## src/rtl/m_ext_pkg.sv

```systemverilog
// Shared types and constants for the M-extension sequencing stage.
package m_ext_pkg;

  localparam logic [2:0] F3_MUL    = 3'b000;
  localparam logic [2:0] F3_MULH   = 3'b001;
  localparam logic [2:0] F3_MULHSU = 3'b010;
  localparam logic [2:0] F3_MULHU  = 3'b011;
  localparam logic [2:0] F3_DIV    = 3'b100;
  localparam logic [2:0] F3_DIVU   = 3'b101;
  localparam logic [2:0] F3_REM    = 3'b110;
  localparam logic [2:0] F3_REMU   = 3'b111;

  localparam logic [31:0] DIV0_Q = '1;
  localparam logic [31:0] OVF_Q  = 32'h8000_0000;

  typedef enum logic [1:0] {
    IDLE = 2'd0,
    EXEC = 2'd1,
    DONE = 2'd2
  } m_state_e;

  typedef struct packed {
    logic sign;
    logic mix;
    logic mult_or_div;
    logic sel_hi;
  } m_dec_t;

endpackage

```

## src/rtl/m_ext_decode.sv

```systemverilog
// funct3 decode into M-unit controls, plus detection of the divide-by-zero
// and signed-overflow cases whose results are fixed by the ISA.
module m_ext_decode
  import m_ext_pkg::*;
#(
  parameter int XLEN = 32
) (
  input  logic [2:0]      funct3,
  input  logic [XLEN-1:0] a,
  input  logic [XLEN-1:0] b,
  output m_dec_t          dec,
  output logic            special,
  output logic [XLEN-1:0] special_result
);

  logic div_zero;
  logic div_ovf;

  always_comb begin
    dec             = '0;
    dec.mult_or_div = funct3[2];
    case (funct3)
      F3_MUL:    begin dec.sign = 1'b0; dec.mix = 1'b0; dec.sel_hi = 1'b0; end
      F3_MULH:   begin dec.sign = 1'b1; dec.mix = 1'b0; dec.sel_hi = 1'b1; end
      F3_MULHSU: begin dec.sign = 1'b1; dec.mix = 1'b1; dec.sel_hi = 1'b1; end
      F3_MULHU:  begin dec.sign = 1'b0; dec.mix = 1'b0; dec.sel_hi = 1'b1; end
      F3_DIV:    begin dec.sign = 1'b1; dec.mix = 1'b0; dec.sel_hi = 1'b1; end
      F3_DIVU:   begin dec.sign = 1'b0; dec.mix = 1'b0; dec.sel_hi = 1'b1; end
      F3_REM:    begin dec.sign = 1'b1; dec.mix = 1'b0; dec.sel_hi = 1'b0; end
      default:   begin dec.sign = 1'b0; dec.mix = 1'b0; dec.sel_hi = 1'b0; end
    endcase
  end

  // Overflow only matters for the signed divide pair; the unsigned ops treat
  // the same bit patterns as ordinary operands.
  always_comb begin
    div_zero = funct3[2] && (b == '0);
    div_ovf  = ((funct3 == F3_DIV) || (funct3 == F3_REM)) && (a == OVF_Q) && (b == '1);
  end

  always_comb begin
    special        = 1'b0;
    special_result = '0;
    if (div_zero) begin
      special        = 1'b1;
      special_result = dec.sel_hi ? DIV0_Q : a;
    end else if (div_ovf) begin
      special        = 1'b1;
      special_result = dec.sel_hi ? OVF_Q : '0;
    end
  end

endmodule

```

## src/rtl/m_ext_seq.sv

```systemverilog
// Valid/ready sequencer around the combinational M unit: holds operands for
// a fixed window, captures the selected half and returns it with its tag.
//
//   state | meaning
//   IDLE  | waiting for a request, in_ready=1
//   EXEC  | operands held on m_*, counter running down to capture
//   DONE  | result valid, held until out_ready
module m_ext_seq
  import m_ext_pkg::*;
#(
  parameter int XLEN       = 32,
  parameter int MUL_CYCLES = 1,
  parameter int DIV_CYCLES = 4,
  parameter int TAG_W      = 5
) (
  input  logic             clk,
  input  logic             rst_n,
  input  logic             flush,
  input  logic             in_valid,
  output logic             in_ready,
  input  logic [2:0]       in_funct3,
  input  logic [XLEN-1:0]  in_a,
  input  logic [XLEN-1:0]  in_b,
  input  logic [TAG_W-1:0] in_tag,
  output logic [XLEN-1:0]  m_a,
  output logic [XLEN-1:0]  m_b,
  output logic             m_sign,
  output logic             m_mix,
  output logic             m_mult_or_div,
  input  logic [XLEN-1:0]  m_uh,
  input  logic [XLEN-1:0]  m_lh,
  output logic             out_valid,
  input  logic             out_ready,
  output logic [XLEN-1:0]  out_result,
  output logic [TAG_W-1:0] out_tag
);

  localparam int MAX_CYC = (MUL_CYCLES > DIV_CYCLES) ? MUL_CYCLES : DIV_CYCLES;
  localparam int CNT_W   = $clog2(MAX_CYC) + 1;
  localparam logic [CNT_W-1:0] MUL_LOAD = CNT_W'(MUL_CYCLES - 1);
  localparam logic [CNT_W-1:0] DIV_LOAD = CNT_W'(DIV_CYCLES - 1);

  m_state_e          state_q;
  logic [CNT_W-1:0]  cnt_q;
  logic [XLEN-1:0]   a_q;
  logic [XLEN-1:0]   b_q;
  logic [XLEN-1:0]   result_q;
  logic [TAG_W-1:0]  tag_q;
  m_dec_t            dec_q;

  m_dec_t            dec;
  logic              special;
  logic [XLEN-1:0]   special_result;
  logic              accept;

  m_ext_decode #(.XLEN(XLEN)) u_decode (
    .funct3         (in_funct3),
    .a              (in_a),
    .b              (in_b),
    .dec            (dec),
    .special        (special),
    .special_result (special_result)
  );

  assign in_ready = (state_q == IDLE);
  assign accept   = in_valid && in_ready;

  always_ff @(posedge clk or negedge rst_n) begin
    if (!rst_n) begin
      state_q  <= IDLE;
      cnt_q    <= '0;
      a_q      <= '0;
      b_q      <= '0;
      dec_q    <= '0;
      tag_q    <= '0;
      result_q <= '0;
    end else if (flush) begin
      state_q <= IDLE;
      cnt_q   <= '0;
    end else begin
      case (state_q)
        IDLE: begin
          if (accept) begin
            a_q   <= in_a;
            b_q   <= in_b;
            dec_q <= dec;
            tag_q <= in_tag;
            // Fixed-result cases skip the M unit entirely.
            if (special) begin
              result_q <= special_result;
              state_q  <= DONE;
            end else begin
              cnt_q   <= dec.mult_or_div ? DIV_LOAD : MUL_LOAD;
              state_q <= EXEC;
            end
          end
        end
        EXEC: begin
          if (cnt_q == '0) begin
            result_q <= dec_q.sel_hi ? m_uh : m_lh;
            state_q  <= DONE;
          end else begin
            cnt_q <= cnt_q - CNT_W'(1);
          end
        end
        DONE: begin
          if (out_ready) state_q <= IDLE;
        end
        default: state_q <= IDLE;
      endcase
    end
  end

  assign m_a           = a_q;
  assign m_b           = b_q;
  assign m_sign        = dec_q.sign;
  assign m_mix         = dec_q.mix;
  assign m_mult_or_div = dec_q.mult_or_div;
  assign out_valid     = (state_q == DONE);
  assign out_result    = result_q;
  assign out_tag       = tag_q;

endmodule

```

## config.mk

```make
export PLATFORM = sky130hd
export DESIGN_NAME = m_ext_seq
export DESIGN_NICKNAME = d
export VERILOG_FILES = /design/src/rtl/m_ext_pkg.sv /design/src/rtl/m_ext_decode.sv /design/src/rtl/m_ext_seq.sv
export SDC_FILE = /design/constraint.sdc
export NUM_CORES = 1
export LEC_CHECK = 0
export ABC_AREA = 1
export CAP_MARGIN = 20
export CORE_MARGIN = 2
export CORE_UTILIZATION = 45
export CTS_CLUSTER_DIAMETER = 80
export DETAILED_ROUTE_END_ITERATION = 6
export PLACE_DENSITY_LB_ADDON = 0.15
export SETUP_SLACK_MARGIN = 0.15
export SKIP_CTS_REPAIR_TIMING = 1
export SLEW_MARGIN = 20
export SYNTH_ARGS = -nofsm -noshare
export SYNTH_HDL_FRONTEND = slang
export SYNTH_SLANG_ARGS = --single-unit
export TNS_END_PERCENT = 30
```

## constraint.sdc

```tcl
create_clock -name clk -period 4.4 [get_ports clk]
set_input_delay 0.88 -clock clk [delete_from_list [all_inputs] [get_ports clk]]
set_output_delay 0.88 -clock clk [all_outputs]
set_load 0.005 [all_outputs]
```

# After elaboration in Yosys (flattened, before gate mapping)
# Cells that the tools add are included.
# word_totals
register_bits	110
wordCells	71
# classes
addsub	1
n_eq_ne	18
mux	25
bitwise_logic	1
reduce_logical	16
# op_table
op	count
32-bit 2-to-1 mux	8
32-bit == test (second input constant)	2
32-bit case mux with 2 select lines	1
32-bit zero test	1
2-bit 2-to-1 mux	6
3-bit 2-to-1 mux	4
3-bit == test (second input constant)	3
3-bit inequality test (second input constant)	3
3-bit by 2-bit == test with 1-bit output (second input constant)	2
3-bit by 2-bit inequality test with 1-bit output (second input constant)	2
2-bit case mux with 3 select lines	1
3-bit case mux with 2 select lines	1
3-bit AND reduction	2
5-bit AND reduction	1
5-bit OR reduction	1
1-bit logical AND	4
2-bit by 1-bit inequality test with 1-bit output (second input constant)	2
2-bit case mux with 2 select lines	1
4-bit AND reduction	1
3-bit by 1-bit == test with 1-bit output (second input constant)	1
3-bit zero test	1
1-bit 2-to-1 mux	3
3-bit nonzero test	1
3-bit OR reduction	1
8 further kinds	8

# Longest topological paths before layout
# depth
word_depth	10
mapped_depth	13
ltp_nobuf	12

# Modules after synthesis
# From an unflattened synthesis, not the netlist that was laid out.
# hier_totals
hier_cells	844
area_unflattened_um2	5977.0
# modules_own_cells
module	n_inst	cells_each	area_per_inst_um2
m_ext_seq	1	676	5215.0
m_ext_decode	1	168	762.0

# Least setup slack after synthesis
# OpenSTA, ideal clock, no wires.
# synth_timing
path_type	input-to-reg
startpoint	input in_b[23]
endpoint	register result_q[10], in the netlist out_result[10]
setup_time_ns	0.117
arrival_time_ns	1.818
t_required_ns	4.283
slack_ns	2.465
path_stages	11
path_buffers	1
path_cell_list	nor2_1 nand2_1 nor2_1 nand2_1 nor2_1 nand2_1 nand3_2 nand2_4 buf_2 nand2_1 nand2_1
# synth_between
elab_chain_len	7
# synth_rtl
item	line_no	rtl
from (decl)	m_ext_seq.sv:23	input logic [XLEN-1:0] in_b,
32-bit == test	m_ext_decode.sv:38	div_ovf = ((funct3 == F3_DIV) || (funct3 == F3_REM)) && (a == OVF_Q) && (b == '1);
1-bit logical AND	m_ext_decode.sv:38	
32-bit 2-to-1 mux	m_ext_decode.sv:47	end else if (div_ovf) begin
32-bit 2-to-1 mux	m_ext_decode.sv:44	if (div_zero) begin
32-bit 2-to-1 mux	m_ext_seq.sv:89	if (special) begin
32-bit 2-to-1 mux	m_ext_seq.sv:83	if (accept) begin
32-bit case mux with 2 select lines	m_ext_seq.sv:81	case (state_q)
to (signal assigned)	m_ext_seq.sv:90	result_q <= special_result;
to (signal assigned)	m_ext_seq.sv:100	result_q <= dec_q.sel_hi ? m_uh : m_lh;
to (decl)	m_ext_seq.sv:47	logic [XLEN-1:0] result_q;
# Several ways; a longest one is shown, not always the timed one. The select of a mux whose other input is x is not followed.
# A chain may end at the register's enable or synchronous reset.

# Worst setup path in the final report
# layout_timing
startpoint	input in_b[23]
endpoint	register result_q[9], in the netlist out_result[9]
# The elaborated chain is that of the path after synthesis.

==> key figures <==
Status
  • Outcome: finished with violations
  • Failing checks: design-rule violations

Finish
  • Area grow syn2layout: 52.6%
  • Fin nets: 1089
  • Fin area: between 0.008 and 0.009 mm2
  • Register area: 0.00275 mm2
  • Finished Core Util: a little under three quarters
  • Most common cell after layout, fill and taps aside: nand2_1
  • FILL cells: around 950
  • Non-Filler Instances: 1094
  • Diode count: 0
  • Most frequent cells in the layout: nand2_1, clkdlybuf4s50_1, dfrtp_1
  • Share of layout cells above drive strength 1: under 10%
  • Area occupied by multi-input gates: 0.00234 mm2

Setup path
  • Critical Path Max Stage Delay: around 0.46 ns
  • WP depth: 13
  • CP arrival: a little over 3 ns
  • Critical Path Sink: out_result[9]
  • CP Buf/Inv Count: 3
  • Critical Path Source Type: input pin
  • Crit path kind: input pin to flop
  • Crit-path most repeated cell: nand2_1
  • Reg2reg path depth: 7
  • Reg-to-Reg Start: state_q[1]
  • Critical path's slowest cell: clkdlybuf4s50_1
  • Worst flop-to-flop path endpoint: m_b[27]
  • Worst Path Required: approximately 4.7 ns
  • Crit path capture type: flop
  • Crit path max fanout: 34
  • Cell-by-cell trace of the critical path: clkdlybuf4s50_1, nor2_1, nand2_1, nor2_1, nand2_1, nor2_1, nand2_1, buf_4, nand3_2, nand2_4, inv_4, nand2_1, nand2_1
  • Reg-to-reg setup timing slack: 2.06 ns
  • Top delay family on crit path: simple AND/OR/NAND/NOR gates
  • CP startpoint: in_b[23]

Power and ir drop
  • Leak Pwr: a little under 4 nW
  • PD cells: a little over 400 mW/mm2
  • Peak supply drop: approximately 250 uV

Logic synthesis
  • Avg Cell Area, Syn: 7.44 um2
  • Ys Warns: 0
  • Synth area leader: dfrtp_1
  • Register area share after synthesis: 51.2%
  • Number of synthesized register bits: 110
  • Syn Nets: around 870
  • Post-synth top area share: approximately half
  • Post-Syn Area: 0.00537 mm2
  • Synth Instances: just over 700
  • Synth top area cells: dfrtp_1, nand2_1, o21ai_0
  • Yosys cell types: 22

Clocking
  • Clock slew at reported path FFs: 0.07 ns
  • CTS sink count: 110
  • CTS Buf Count: 9
  • # H-tree levels: 3
  • Clock Tree Buf Depth: 2
  • Root Buffer Master: clkbuf_16
  • CTS tree: done
  • Clock Latency Late Sink: roughly 0.34 ns

Routing
  • Number of iterations in the first detailed-routing pass: 7
  • M1 wire length: 7340 um
  • Total wire length: 18400 um
  • Uppermost layer routed: met4
  • ANT nets after route: 0
  • DR vias: between 5000 and 6000
  • Number of vias per cell: 5.32
  • Wire per inst: about 17 um
  • WL met3: roughly 1800 um
  • 1st-iter DRT viols: 530
  • DRC viols: 18
  • WL met2: roughly 9000 um

Timing
  • Number of hold violations in the final report: 0
  • Clk_skew: between 0.006 and 0.007 ns
  • Worst Max-Slew Pin Slew: between 0.9 and 1 ns
  • Setup-failing EPs final: 0
  • Worst slew margin: between 30% and 40%
  • Max Fclk: around 0.36 GHz
  • Worst hold slack: between 0.4 and 0.5 ns
  • Setup TNS: 0 ns
  • Final Cycle Share: a little under two thirds
  • Min Tclk post-route: approximately 2.8 ns
  • RSZ-0062 raised after global routing: no
  • Max-slew violation count: 0

Global route
  • Initial antenna violation count: 0
  • First-pass GRT wire length: 28900 um
  • GRT Overall Usage: between 20% and 30%
  • Vias in the first global route: about 5800
  • Grt total ovfl: 0
  • Largest net degree at the start of global routing: between 70 and 80

Placed design
  • Area after DPL: between 0.007 and 0.008 mm2
  • Placed Cells: ~1100
  • IO buf count: 246
  • Detailed Place HPWL: 13400 um
  • Final GP Congestion: approximately 0.9

Floorplan
  • Site Rows: 39
  • Total core area: roughly 0.012 mm2
  • Number of top-level pins: roughly 250
  • Die height: ~110 um
  • Die footprint: around 0.013 mm2
  • Initial core utilization: between 40% and 50%
  • Die span in x: ~110 um

Job
  • Max-cap viol count: 0

Min path
  • Hold Path Class: flop to flop
## worst min path at each step
stage / from / end / cells after the start
2_1_floorplan: m_a[0] / m_a[0] / 2
3_3_place_gp: m_b[14] / m_b[14] / 2
3_5_place_dp: m_a[29] / m_a[29] / 2
4_1_cts: m_a[28] / m_a[28] / 2
5_1_grt: m_a[28] / m_a[28] / 2
6_report: m_a[28] / m_a[28] / 2
## Yosys cell counts
cell      count
nand3_1      10
buf_2         9
nor2_4        1
nand4_1      14
o311ai_0      1
o21ai_0      76
xnor2_1       1
a21oi_1       1
inv_1        23
inv_2         4
nor2_2        2
nand2_4       1
inv_4         1
buf_6         3
clkbuf_1     28
nand3_2       1
ha_1          2
dfrtp_1     110
nand2_1     317
o21ai_1       7
nor2_1       78
o22ai_1      32
## layer usage
| layer | track usage (%) | vias up |
|---|---|---|
| li1 | - | 2766 |
| met1 | 35.5 | 2710 |
| met2 | 46.8 | 299 |
| met3 | 7.07 | 44 |
| met4 | 12.4 | 0 |
| met5 | 0 | - |
## worst register-to-register path: stages, from the launching register on
cell and delay [ns]:
dfrtp_1 0.42, nor2_2 0.20, nand2_1 0.13, nor2_4 0.11, clkinv_2 0.72, buf_4 0.50, nand2_1 0.09, nand2_1 0.05
## kinds of logic after synthesis
kind of cell,share of synthesized area [%]
adder cells (fa/ha/maj),0.466
flip-flops,51.2
XOR/XNOR,0.163
AO/OA/AOI/OAI,11.7
AND/OR/NAND/NOR,31.0
buffers and inverters,5.43
## power by group
part	leakage, nW	switching, W	internal [W]	total (W)
Sequential	1.41	0.000145	0.00124	0.00139
Combinational	2.31	0.000508	0.000644	0.00115
Clock	0.153	0.000358	0.000465	0.000823
Total	3.87	0.00101	0.00235	0.00336
## per-stage QoR
stage | setup WS [ns] | total power, W
floorplan | 2.47 | 0.00179
global placement | 1.40 | 0.00252
detailed placement | 1.23 | 0.00255
CTS | 1.59 | 0.00338
global route | 1.38 | 0.00355
finish | 1.59 | 0.00336
## area by class of cell
| cell class | count | share of cell area [%] |
|---|---|---|
| well taps | 143 | 2.18 |
| clock buffers | 15 | 3.63 |
| repair buffers | 253 | 30.6 |
| clock inverters | 1 | 0.107 |
| inverters | 28 | 1.33 |
| multi-input cells | 544 | 28.5 |
| flip-flops and latches | 110 | 33.6 |
## state kept, by name, indices dropped and copies added (netlist names)
signal	flops
cnt_q	3
dec_q	1
m_a	32
m_b	32
m_mix	1
m_mult_or_div	1
m_sign	1
out_result	32
out_tag	5
state_q	2
No activity file was read; power rests on OpenSTA's default activity.
